`src/rtl/uart_pkg.sv`:
```
// Shared UART definitions: FSM state encoding, parity modes and parity helper.
package uart_pkg;

  typedef enum logic [2:0] {
    ST_IDLE,
    ST_START,
    ST_DATA,
    ST_PARITY,
    ST_STOP,
    ST_WAIT_HIGH
  } uart_state_t;

  localparam int PAR_NONE = 0;
  localparam int PAR_ODD  = 1;
  localparam int PAR_EVEN = 2;

  // Widest supported data word; narrower words are zero-padded before use.
  localparam int MAX_DATA_BITS = 9;

  // Parity bit a transmitter would send for 'data' in the given mode.
  // Zero padding does not change the XOR, so callers may pass narrow words.
  function automatic logic parity_of(input logic [MAX_DATA_BITS-1:0] data,
                                     input int mode);
    case (mode)
      PAR_ODD:  return ~(^data);
      PAR_EVEN: return ^data;
      default:  return 1'b0;
    endcase
  endfunction

endpackage

```
`src/rtl/sync_2ff.sv`:
```
// Generic two-flop synchroniser for a single asynchronous bit.
module sync_2ff #(
  parameter logic RESET_VAL = 1'b0
) (
  input  logic clk,
  input  logic reset,
  input  logic d,
  output logic q
);

  logic meta;

  // Two-stage capture; both stages take the reset value.
  always_ff @(posedge clk) begin
    if (reset) begin
      meta <= RESET_VAL;
      q    <= RESET_VAL;
    end else begin
      meta <= d;
      q    <= meta;
    end
  end

endmodule

```
`src/rtl/uart_rx.sv`:
```
// Parametrised UART receiver with valid/ready output and error reporting.
module uart_rx
  import uart_pkg::*;
#(
  parameter int CLKS_PER_BIT = 84,
  parameter int DATA_BITS    = 8,
  parameter int PARITY       = 0,
  parameter int STOP_BITS    = 1
) (
  input  logic                 clk,
  input  logic                 reset,
  input  logic                 rx,
  output logic [DATA_BITS-1:0] data,
  output logic                 valid,
  input  logic                 ready,
  output logic                 parity_err,
  output logic                 frame_err,
  output logic                 overrun,
  output logic                 busy
);

  localparam int CW = $clog2(CLKS_PER_BIT + 1);
  localparam logic [CW-1:0] HALF = CW'(CLKS_PER_BIT / 2);
  localparam logic [CW-1:0] FULL = CW'(CLKS_PER_BIT);

  logic                     rx_s;
  uart_state_t              state;
  logic [CW-1:0]            cnt;
  logic [3:0]               bit_idx;
  logic [DATA_BITS-1:0]     shreg;
  logic                     perr_r;
  logic                     ferr_r;

  logic                     expire;
  logic [MAX_DATA_BITS-1:0] shreg_ext;
  logic                     exp_par;
  logic                     stop_ferr;
  logic                     last_stop;
  logic                     load;

  sync_2ff #(.RESET_VAL(1'b1)) u_rx_sync (
    .clk   (clk),
    .reset (reset),
    .d     (rx),
    .q     (rx_s)
  );

  assign busy = (state != ST_IDLE);

  // Sample-point, parity and frame-completion decode.
  // The counter expires on 1, so a load of H places the sample H cycles later.
  always_comb begin
    expire                   = (cnt == CW'(1));
    shreg_ext                = '0;
    shreg_ext[DATA_BITS-1:0] = shreg;
    exp_par                  = parity_of(shreg_ext, PARITY);
    stop_ferr                = ferr_r | ~rx_s;
    last_stop                = (state == ST_STOP) && expire &&
                               (bit_idx == 4'(STOP_BITS - 1));
    load                     = last_stop && (!valid || ready);
  end

  // Frame FSM, bit-period counter and shift register.
  always_ff @(posedge clk) begin
    if (reset) begin
      state   <= ST_IDLE;
      cnt     <= '0;
      bit_idx <= '0;
      shreg   <= '0;
      perr_r  <= 1'b0;
      ferr_r  <= 1'b0;
    end else begin
      case (state)
        ST_IDLE: begin
          if (!rx_s) begin
            state <= ST_START;
            cnt   <= HALF;
          end
        end
        ST_START: begin
          if (expire) begin
            if (rx_s) begin
              state <= ST_IDLE;
            end else begin
              state   <= ST_DATA;
              bit_idx <= '0;
              cnt     <= FULL;
            end
          end else begin
            cnt <= cnt - 1'b1;
          end
        end
        ST_DATA: begin
          if (expire) begin
            shreg <= {rx_s, shreg[DATA_BITS-1:1]};
            cnt   <= FULL;
            if (bit_idx == 4'(DATA_BITS - 1)) begin
              bit_idx <= '0;
              perr_r  <= 1'b0;
              ferr_r  <= 1'b0;
              state   <= (PARITY != PAR_NONE) ? ST_PARITY : ST_STOP;
            end else begin
              bit_idx <= bit_idx + 1'b1;
            end
          end else begin
            cnt <= cnt - 1'b1;
          end
        end
        ST_PARITY: begin
          if (expire) begin
            perr_r <= (rx_s != exp_par);
            cnt    <= FULL;
            state  <= ST_STOP;
          end else begin
            cnt <= cnt - 1'b1;
          end
        end
        ST_STOP: begin
          if (expire) begin
            ferr_r <= stop_ferr;
            cnt    <= FULL;
            if (bit_idx == 4'(STOP_BITS - 1)) begin
              bit_idx <= '0;
              state   <= rx_s ? ST_IDLE : ST_WAIT_HIGH;
            end else begin
              bit_idx <= bit_idx + 1'b1;
            end
          end else begin
            cnt <= cnt - 1'b1;
          end
        end
        ST_WAIT_HIGH: begin
          if (rx_s) state <= ST_IDLE;
        end
        default: state <= ST_IDLE;
      endcase
    end
  end

  // Output holding register: a completing frame loads if the slot is free or
  // being consumed this cycle; otherwise it is dropped and flagged as overrun.
  always_ff @(posedge clk) begin
    if (reset) begin
      data       <= '0;
      valid      <= 1'b0;
      parity_err <= 1'b0;
      frame_err  <= 1'b0;
      overrun    <= 1'b0;
    end else begin
      overrun <= last_stop && valid && !ready;
      if (load) begin
        data       <= shreg;
        parity_err <= perr_r;
        frame_err  <= stop_ferr;
        valid      <= 1'b1;
      end else if (valid && ready) begin
        valid <= 1'b0;
      end
    end
  end

endmodule

```
`config.mk`:
```
export PLATFORM = sky130hd
export DESIGN_NAME = uart_rx
export DESIGN_NICKNAME = d
export VERILOG_FILES = /design/src/rtl/uart_pkg.sv /design/src/rtl/sync_2ff.sv /design/src/rtl/uart_rx.sv
export SDC_FILE = /design/constraint.sdc
export NUM_CORES = 1
export LEC_CHECK = 0
export ABC_AREA = 1
export BUFFER_PORTS_ARGS = -buffer_cell sky130_fd_sc_hd__buf_2
export CORE_ASPECT_RATIO = 1.2
export CORE_UTILIZATION = 25
export CTS_BUF_LIST = sky130_fd_sc_hd__clkbuf_8
export CTS_CLUSTER_SIZE = 16
export DETAILED_ROUTE_END_ITERATION = 8
export MAX_ROUTING_LAYER = met4
export PLACE_DENSITY = 0.4
export RECOVER_POWER = 25
export SETUP_SLACK_MARGIN = 0.1
export SLEW_MARGIN = 20
export SYNTH_ARGS = -nofsm -noshare
export SYNTH_HDL_FRONTEND = slang
export SYNTH_SLANG_ARGS = --single-unit
```
`constraint.sdc`:
```
create_clock -name clk -period 4.1 [get_ports clk]
set_clock_uncertainty 0.1 [all_clocks]
set_input_delay 0.41 -clock clk [delete_from_list [all_inputs] [get_ports clk]]
set_output_delay 0.41 -clock clk [all_outputs]
set_load 0.03 [all_outputs]
```
==> impl_metrics.ini, run 1 <==
[place]
portBuffers = 16
gp_congestion = 0.7471
hpwl_um = 3225
place_ws_ps = 2296

[floorplan]
rows = 34
start_util_pct = 25.90
die-area_um2 = 7844
core_area_um2 = 7232
io_pins = 17
die_h_um = 96.82
die_width_um = 81.02

[global_route]
antenna_found_initial = 0
overflow = 0
first_global_vias = 1671
grt_max_degree = 21
grt_pass1_wl_um = 7721
grt_util_all_layers_pct = 13.03

[timing]
worst_slew_pin_slew_ps = 853.7
period_share_pct = 44.52
tns_ps = 0
maxSlewViolCount = 0
final.setup.worst_slack_ps = 2275
finalHoldViolCount = 0
rsz0062_at_grt = false
setup_viol = 0
fin_crit_ps = 1825
relSlewSlack_pct = 43.09
clock.fmax_mhz = 547.8

[worst_setup_path]
path_class = flop to flop
cp_top_family = simple AND/OR/NAND/NOR gates
arrival_ps = 1860
crit_path_start_kind = flop
timing.critical_path.mode_cell = nand2_2
cp_cell_sequence = inv_1 -> ha_1 -> nand2_2 -> nor2_4 -> nand2_2 -> nor2_4 -> nand2_2 -> nand2_1 -> a21oi_1
endpoint = data[6]$_SDFFE_PP0P_
crit_required_ps = 4140
path_max_fanout = 12
rrSetupSlack_ps = 2270
r2r-start = cnt[1]$_SDFFE_PP0P_
startpoint = cnt[1]$_SDFFE_PP0P_
worstSetupEndpointType = flop
crit_slowest_cell = dfxtp_1
r2r_end = data[6]$_SDFFE_PP0P_
cp_slowest_stage_delay_ps = 320
reg2reg_depth = 9
worstSetupPathDepth = 9
cp.buffers_inverters = 1

[routing]
firstDrtPassIters = 4
viasPerCell = 4.459
routed_wl_um = 4460
ant_nets = 0
drt_iter0_drc = 105
post-route-drc-count = 0
wl_per_cell_um = 11.55
routed-via-count = 1721

[synthesis]
ys_warn_count = 0
synth_edf_count = 0
syn-cell-area_um2 = 1873
synth_nets = 286
avgSynthCellArea_um2 = 6.738
synth.area.top_cells = dfxtp_1, nand2_1, nor2_1
yosysMostFrequentCell = nand2_1
ys_seq_area_share_pct = 40.61
synth_commonest_cells = nand2_1, nor2_1, dfxtp_1
yosys.area.top_type_share_pct = 40.61
ys_types = 23
async_flop_share_pct = 0
synth_ff_type = dfxtp_1
ys_seq_elements = 38
synth_cells = 278
yosysTopAreaCell = dfxtp_1

[final_layout]
diodes = 0
utilization_pct = 29.91
drive_gt1_share_pct = 12.50
area_growth_pct = 15.50
fin_nets = 303

[pwr]
clkPwrFrac_pct = 25.1
power_density_nw_per_um2 = 735.3
seqPwrFrac_pct = 31.2
intPower_uw = 915.5
p_comb_share_pct = 43.7
ir_drop_v = 0.0001774
switching_share_pct = 42.45
p_switching_uw = 675.1
power_leakage_nw = 0.8908

[clock_tree]
cts_tree = done
insertion_delay_ps = 290
hold_buffers = 0
cts_sinks = 38
cts_made_buffers = 5
post_cts_buffers = 0
clk_pin_slew_worst_paths_ps = 80
cts_root_buf = clkbuf_8
htree_levels = 2
cts.repair.resized = 0
clk_path_buf_depth = 2

[hold_path]
min_path_type = input pin to flop

[status]
outcome = complete, no violations

[flow_run]
cap_viol_max_count = 0
cell usage in the layout (no fill, tap or decap):
master	instances
inv_1	23
ha_1	4
inv_2	5
nor3_1	2
nand3_2	1
nand3b_1	1
a21oi_2	1
nand2_1	60
nand3_1	27
dfxtp_1	38
nand4_1	2
nor2_4	3
nand2_2	7
or2_2	4
nor2_2	3
clkbuf_1	11
clkbuf_8	6
o21ai_0	19
buf_2	5
bufinv_16	2
and3_1	1
a21oi_1	20
nor2_1	50
and2_1	1
registers in the layout, indices dropped and copies added (netlist names):
register and cells:
u_rx_sync.meta 1, state 3, data 8, valid 1, ferr_r 1, perr_r 1, parity_err 1, u_rx_sync.q 1
frame_err 1, bit_idx 4, overrun 1, cnt 7, shreg 8
kinds of logic (layout without fill, tap and decap cells):
family,after synthesis,in the layout,synth area share (%)
AOI/OAI and AO/OA,40,40,10.89
and+or+nand+nor,162,162,38.54
DFF,38,38,40.61
adders and majority gates,4,4,2.672
buffers and inverters,34,52,7.281
cell type report:
| class | count | area, um2 |
|---|---|---|
| Clock buffer | 6 | 82.58 |
| Clock inverter | 2 | 60.06 |
| Fill cell | 833 | 5069 |
| Inverter | 28 | 105.1 |
| Multi-Input combinational cell | 206 | 975.9 |
| Sequential cell | 38 | 760.7 |
| Tap cell | 90 | 112.6 |
| Timing Repair Buffer | 16 | 66.31 |
power groups by stage:
stage	combinational, mW	clock [mW]	sequential, mW
final	0.696	0.399	0.496
after global routing	0.814	0.428	0.506
after CTS	0.706	0.412	0.497
after detailed placement	0.703	0	0.504
after global placement	0.712	0	0.506
after floorplan	0.562	0	0.488
stage by stage:
| step | hold WS (ps) | area [um2] | std cells | power [mW] |
|---|---|---|---|---|
| after global placement | 298.9 | 2034 | 378 | 1.218 |
| after detailed placement | 302.1 | 2034 | 378 | 1.207 |
| after floorplan | 289.5 | 1873 | 278 | 1.050 |
| after CTS | 191.7 | 2177 | 386 | 1.615 |
| final | 201.9 | 2163 | 386 | 1.591 |
| after global routing | 195.9 | 2163 | 386 | 1.749 |
routing by layer:
layer	part of all wire, %	track usage, %	vias up
met1	49	16.03	779
met2	48	20.88	15
li1	-	-	921
met5	0	-	-
met4	1.4	4.533	0
met3	1.8	2.547	6
how the worst min path moves through the flow:
stage	startpoint	endpoint	slack, ps	cells past startpoint
6_report	rx	u_rx_sync.meta$_SDFF_PP1_	200	2
5_1_grt	rx	u_rx_sync.meta$_SDFF_PP1_	200	2
4_1_cts	rx	u_rx_sync.meta$_SDFF_PP1_	190	2
3_5_place_dp	u_rx_sync.meta$_SDFF_PP1_	u_rx_sync.q$_SDFF_PP1_	300	1
3_3_place_gp	u_rx_sync.meta$_SDFF_PP1_	u_rx_sync.q$_SDFF_PP1_	300	1
2_1_floorplan	u_rx_sync.meta$_SDFF_PP1_	u_rx_sync.q$_SDFF_PP1_	290	1
(Power assumes the default switching activity.)
==> run 2: changes to the inputs <==
ABC_AREA = 0   (was 1)
PLACE_DENSITY = 0.41   (was 0.4)
clock period = 1.54 ns   (was 4.1 ns; I/O delays follow)
==> run 2 against run 1 <==
The flow now finishes with violations (setup timing). Critical path depth fell by 2. Wire length grew 12%. Cell area up 32%. Cell count down 3.6%.
==> impl_metrics.ini, run 2 <==
[pwr]
power_leakage_nw = 1.080
power_density_nw_per_um2 = 808.3
ir_drop_v = 0.0003774
power.total_mw = 2.304

[place]
hpwl_um = 3447
portBuffers = 16
gp_congestion = 0.7359
dpl.cell_count = 351
dpl_cell_area_um2 = 2471
place_ws_ps = -127.4

[floorplan]
io_pins = 17
rows = 34
core_area_um2 = 7360
die-area_um2 = 8033
start_util_pct = 26.08
die_h_um = 97.99
die_width_um = 81.99

[routing]
ant_nets = 0
viasPerCell = 4.876
drt_iter0_drc = 45
wl_per_cell_um = 13.43
routed_wl_um = 4995
routed-via-count = 1814
firstDrtPassIters = 4
post-route-drc-count = 0

[global_route]
grt_util_all_layers_pct = 13.75
first_global_vias = 1648
grt_max_degree = 27
antenna_found_initial = 0
grt_pass1_wl_um = 8211
overflow = 0

[worst_setup_path]
path_max_fanout = 7
crit_path_start_kind = flop
arrival_ps = 1760
worstSetupEndpointType = flop
crit_required_ps = 1660
path_class = flop to flop

[final_layout]
final_common_cell = buf_4
fin_cells = 372
area_growth_pct = 48.50
final_area_um2 = 2850
diodes = 0
drive_gt1_share_pct = 44.33
final_cell_mix = buf_4, dfxtp_1, a21oi_1
reg_top3 = data: 8 flops, shreg: 8 flops, cnt: 7 flops
fin_nets = 289

[timing]
setup_viol = 29
relSlewSlack_pct = 52.06
fin_crit_ps = 1638
finalHoldViolCount = 0
final.setup.worst_slack_ps = -97.80
rsz0062_at_grt = true
clock.fmax_mhz = 610.6
tns_ps = -1247
maxSlewViolCount = 0
period_share_pct = 106.4
worst_slew_pin_slew_ps = 717.6

[synthesis]
synth_xor_area_share_pct = 0.4563
yosys.area.top_type_share_pct = 39.63
async_flop_share_pct = 0
muxShareOfSynthArea_pct = 1.565
yosys.area_share.adder_pct = 2.608
syn-cell-area_um2 = 1919
synth_nets = 228
ys_types = 53
ys_warn_count = 0
yosysTopAreaCell = dfxtp_1
synth.area.top_cells = dfxtp_1, a21oi_1, nand3_1
synth_compound_area_share_pct = 23.60
synth_cells = 220
synthSimpleGateAreaFrac_pct = 25.81
yosysMostFrequentCell = dfxtp_1
ys_seq_area_share_pct = 39.63
avgSynthCellArea_um2 = 8.724
synth_commonest_cells = dfxtp_1, a21oi_1, nand3_1
ys_seq_elements = 38
synth_top_family_by_area = simple AND/OR/NAND/NOR gates
synth_edf_count = 0
synth_ff_type = dfxtp_1

[flow_run]
cap_viol_max_count = 0

[clock_tree]
htree_levels = 2
cts_made_buffers = 5
clk_path_buf_depth = 2
cts_sinks = 38
cts_root_buf = clkbuf_8
clk_pin_slew_worst_paths_ps = 80
insertion_delay_ps = 300
cts_tree = done

[status]
violations = setup timing
outcome = finished, violations left

[hold_path]
min_path_type = input pin to flop
[run 2: power breakdown]
| group | internal, mW | switching (mW) |
|---|---|---|
| registers | 0.999 | 0.0202 |
| logic | 0.205 | 0.192 |
| clock network | 0.482 | 0.405 |
| total | 1.69 | 0.617 |
[run 2: stage by stage]
stage / utilization, % / hold slack (ps)
2_1_floorplan: - / 157.8
3_3_place_gp: 33.58 / 237.6
3_5_place_dp: 33.58 / 243.1
4_1_cts: 37.67 / 104.2
5_1_grt: 38.73 / 123.9
6_report: 38.73 / 117.3
[run 2: critical path, stage by stage (launching register included)]
cell and delay (ps):
dfxtp_2 340, inv_2 50, ha_4 150, nor2b_4 140, buf_12 130, and2_4 170
o32a_1 340, nor3_1 150
[run 2: layout make-up]
class	count	area [um2]
multi-input combinational	159	1217
sequential	38	779.5
timing repair buffer	69	596.8
tap	90	112.6
clock buffer	5	68.82
fill	752	4509
clock inverter	3	45.04
inverter	8	30.03
[run 2: timing repair]
action | CTS | global route
resized for setup | 25 | 21
hold endpoints to repair | 1 | 0
cloned | 1 | 0
pin swaps | 8 | 14
hold buffers | 1 | 0
buffers inserted | 8 | 4
setup endpoints to repair | 37 | 37
[run 2: logic make-up (layout without fill, tap and decap cells)]
kind of cell	count (synthesis)	count (layout)
and+or+nand+nor	84	84
AOI/OAI and AO/OA	67	67
DFF	38	38
buffers and inverters	23	85
adders and majority gates	4	4
muxes	3	3
xor gates and xnor gates	1	1
[run 2: metal layers]
| layer | GRT usage, % | wire length [um] | up-vias |
|---|---|---|---|
| met1 | 17.34 | 2299 | 854 |
| met5 | - | 0 | - |
| met4 | 4.453 | 72 | 0 |
| met2 | 21.36 | 2480 | 25 |
| li1 | - | - | 930 |
| met3 | 3.084 | 143 | 5 |
[run 2: path summary, 6_finish.rpt]
check,from,endpoint,slack (ps),cells past startpoint
setup / recovery,cnt[1]$_SDFFE_PP0P_,cnt[5]$_SDFFE_PP0P_,-100,7
hold reg to reg,u_rx_sync.meta$_SDFF_PP1_,u_rx_sync.q$_SDFF_PP1_,330,1
setup reg to reg,cnt[1]$_SDFFE_PP0P_,cnt[5]$_SDFFE_PP0P_,-100,7
hold / removal,reset,bit_idx[1]$_SDFFE_PP0P_,120,2
==> run 3: changes to the inputs <==
CORE_MARGIN = 2   (was unset)
SYNTH_HIERARCHICAL = 1   (was unset)
==> run 3 against run 2 <==
The run still ends with setup timing left. Synthesized cell count rose by 0.45%. Cell area increased by 10%. Global-route usage rose by 0.11 points. Critical path depth shrank 2. Utilization up 2.8 points. Worst hold slack better by 72 ps. Wire length up 7.8%. Critical path type unchanged. Critical endpoint is now bit_idx[0]$_SDFFE_PP0P_. Largest cell class unchanged.
==> impl_metrics.ini, run 3 <==
[synthesis]
async_flop_share_pct = 0
synth.area.top_cells = dfxtp_1, a21oi_1, mux2i_1
yosysMostFrequentCell = dfxtp_1
syn-cell-area_um2 = 1927
synth_edf_count = 0
ys_seq_area_share_pct = 39.48
ys_seq_elements = 38
ys_types = 56
synth_cells = 221
yosysTopAreaCell = dfxtp_1
avgSynthCellArea_um2 = 8.719
yosys.area.top_type_share_pct = 39.48
synth_commonest_cells = dfxtp_1, a21oi_1, nand3_1, nor2_1, o21ai_0
synth_nets = 229
synth_ff_type = dfxtp_1
ys_warn_count = 6

[clock_tree]
clk_pin_slew_worst_paths_ps = 80
insertion_delay_ps = 300
htree_levels = 2
cts_sinks = 38
cts_root_buf = clkbuf_8
cts_tree = done
clk_path_buf_depth = 2
cts_made_buffers = 5

[final_layout]
reg_top3 = data: 8 flops, shreg: 8 flops, cnt: 7 flops
final_common_cell = buf_4
final_cell_mix = buf_4, dfxtp_1, buf_6
fin_nets = 302
nFillCells = 754
fin_cells = 387
area_growth_pct = 63.38
diodes = 0
drive_gt1_share_pct = 55.59

[worst_setup_path]
cp_cell_sequence = ha_4 -> and3b_2 -> o32ai_2 -> or4b_1 -> a21oi_2
path_class = flop to flop
arrival_ps = 1860
worstSetupEndpointType = flop
crit_path_start_kind = flop
crit_required_ps = 1670
path_max_fanout = 3
crit_slowest_cell = or4b_1
cp_slowest_stage_delay_ps = 480

[routing]
firstDrtPassIters = 4
viasPerCell = 4.894
routed_wl_um = 5384
routed-via-count = 1894
drt_iter0_drc = 64
ant_nets = 0
post-route-drc-count = 0
wl_per_cell_um = 13.91

[status]
violations = setup timing
outcome = finished, violations left

[flow_run]
cap_viol_max_count = 0

[hold_path]
min_path_type = input pin to flop

[place]
hpwl_um = 3934
gp_congestion = 0.7906
portBuffers = 16
dpl.cell_count = 369
place_ws_ps = -254.1

[timing]
final.setup.worst_slack_ps = -190.7
fin_crit_ps = 1731
clock.fmax_mhz = 577.8
setup_viol = 32
relSlewSlack_pct = 45.58
finalHoldViolCount = 0
rsz0062_at_grt = true
maxSlewViolCount = 0
worst_slew_pin_slew_ps = 814.6
tns_ps = -3841
period_share_pct = 112.4

[floorplan]
core_area_um2 = 7576
start_util_pct = 25.43
die-area_um2 = 8428
io_pins = 17
die_h_um = 100.2
rows = 35
die_width_um = 84.14

[global_route]
grt_util_all_layers_pct = 13.85
grt_max_degree = 23
antenna_found_initial = 0
overflow = 0
grt_pass1_wl_um = 9225
first_global_vias = 1905

[pwr]
ir_drop_v = 0.0004654
switching_share_pct = 25.88
power_leakage_nw = 1.241
seqPwrFrac_pct = 39.3
intPower_mw = 1.927
p_comb_share_pct = 20.4
power_density_nw_per_um2 = 826.0
p_switching_uw = 673.0
clkPwrFrac_pct = 40.2
-- run 3: final timing paths --
kind,to,depth (start not counted),start,slack [ps]
min reg2reg,u_rx_sync/q$_SDFF_PP1_,1,u_rx_sync/meta$_SDFF_PP1_,310
max,bit_idx[0]$_SDFFE_PP0P_,5,bit_idx[0]$_SDFFE_PP0P_,-190
min,cnt[1]$_SDFFE_PP0P_,2,reset,190
max reg2reg,bit_idx[0]$_SDFFE_PP0P_,5,bit_idx[0]$_SDFFE_PP0P_,-190
-- run 3: timing repair --
item	in CTS	in global routing
gates resized for setup	72	32
hold endpoints to repair	1	0
gates cloned	0	1
pin swaps	39	21
hold buffers	1	0
endpoints found under the setup margin	37	37
buffers inserted	10	0
-- run 3: power by group through the flow --
stage / clock [mW] / sequential, mW / combinational, mW
after CTS: 1.07 / 1.03 / 0.515
after detailed placement: 0 / 1.05 / 0.396
after global routing: 1.12 / 1.03 / 0.577
after global placement: 0 / 1.05 / 0.397
final: 1.05 / 1.02 / 0.531
after floorplan: 0 / 1.06 / 0.217
-- run 3: logic make-up after synthesis --
logic type                 synth area share (%)
adders and majority gates                 2.598
AOI/OAI and AO/OA                         22.92
and+or+nand+nor                           23.38
muxes                                     4.676
xor gates and xnor gates                  1.364
buffers and inverters                     5.585
DFF                                       39.48
-- run 3: metrics by stage --
step                power [mW]  instance area (um2)  hold slack (ps)  util [%]
floorplan                1.272                 2012            151.1         -
global placement         1.447                 2519            230.4     33.25
detailed placement       1.446                 2519            233.4     33.25
CTS                      2.615                 3013            201.5     39.77
global route             2.725                 3148            211.0     41.55
finish                   2.600                 3148            189.5     41.55
-- run 3: layout make-up --
type | instances | area (um2) | share of cell area, %
Clock buffer | 5 | 68.82 | 2.186
Clock inverter | 3 | 68.82 | 2.186
Inverter | 8 | 30.03 | 0.9539
Multi-Input combinational cell | 159 | 1420 | 45.11
Sequential cell | 38 | 783.3 | 24.88
Tap cell | 92 | 115.1 | 3.657
Timing Repair Buffer | 82 | 661.9 | 21.03
-- run 3: routing by layer --
layer	global-route usage (%)	up-vias	share of wire [%]
li1	-	964	-
met1	16.19	903	45
met2	24.24	21	51
met3	2.796	6	2.5
met4	3.722	0	1.0
met5	-	-	0
-- run 3: worst max-delay path, delay by kind of cell, from the launching register on --
family / cells / cell delay, ps
fa+ha+maj: 1 / 160
compound gates: 2 / 350
simple gates: 2 / 690
flops: 1 / 370
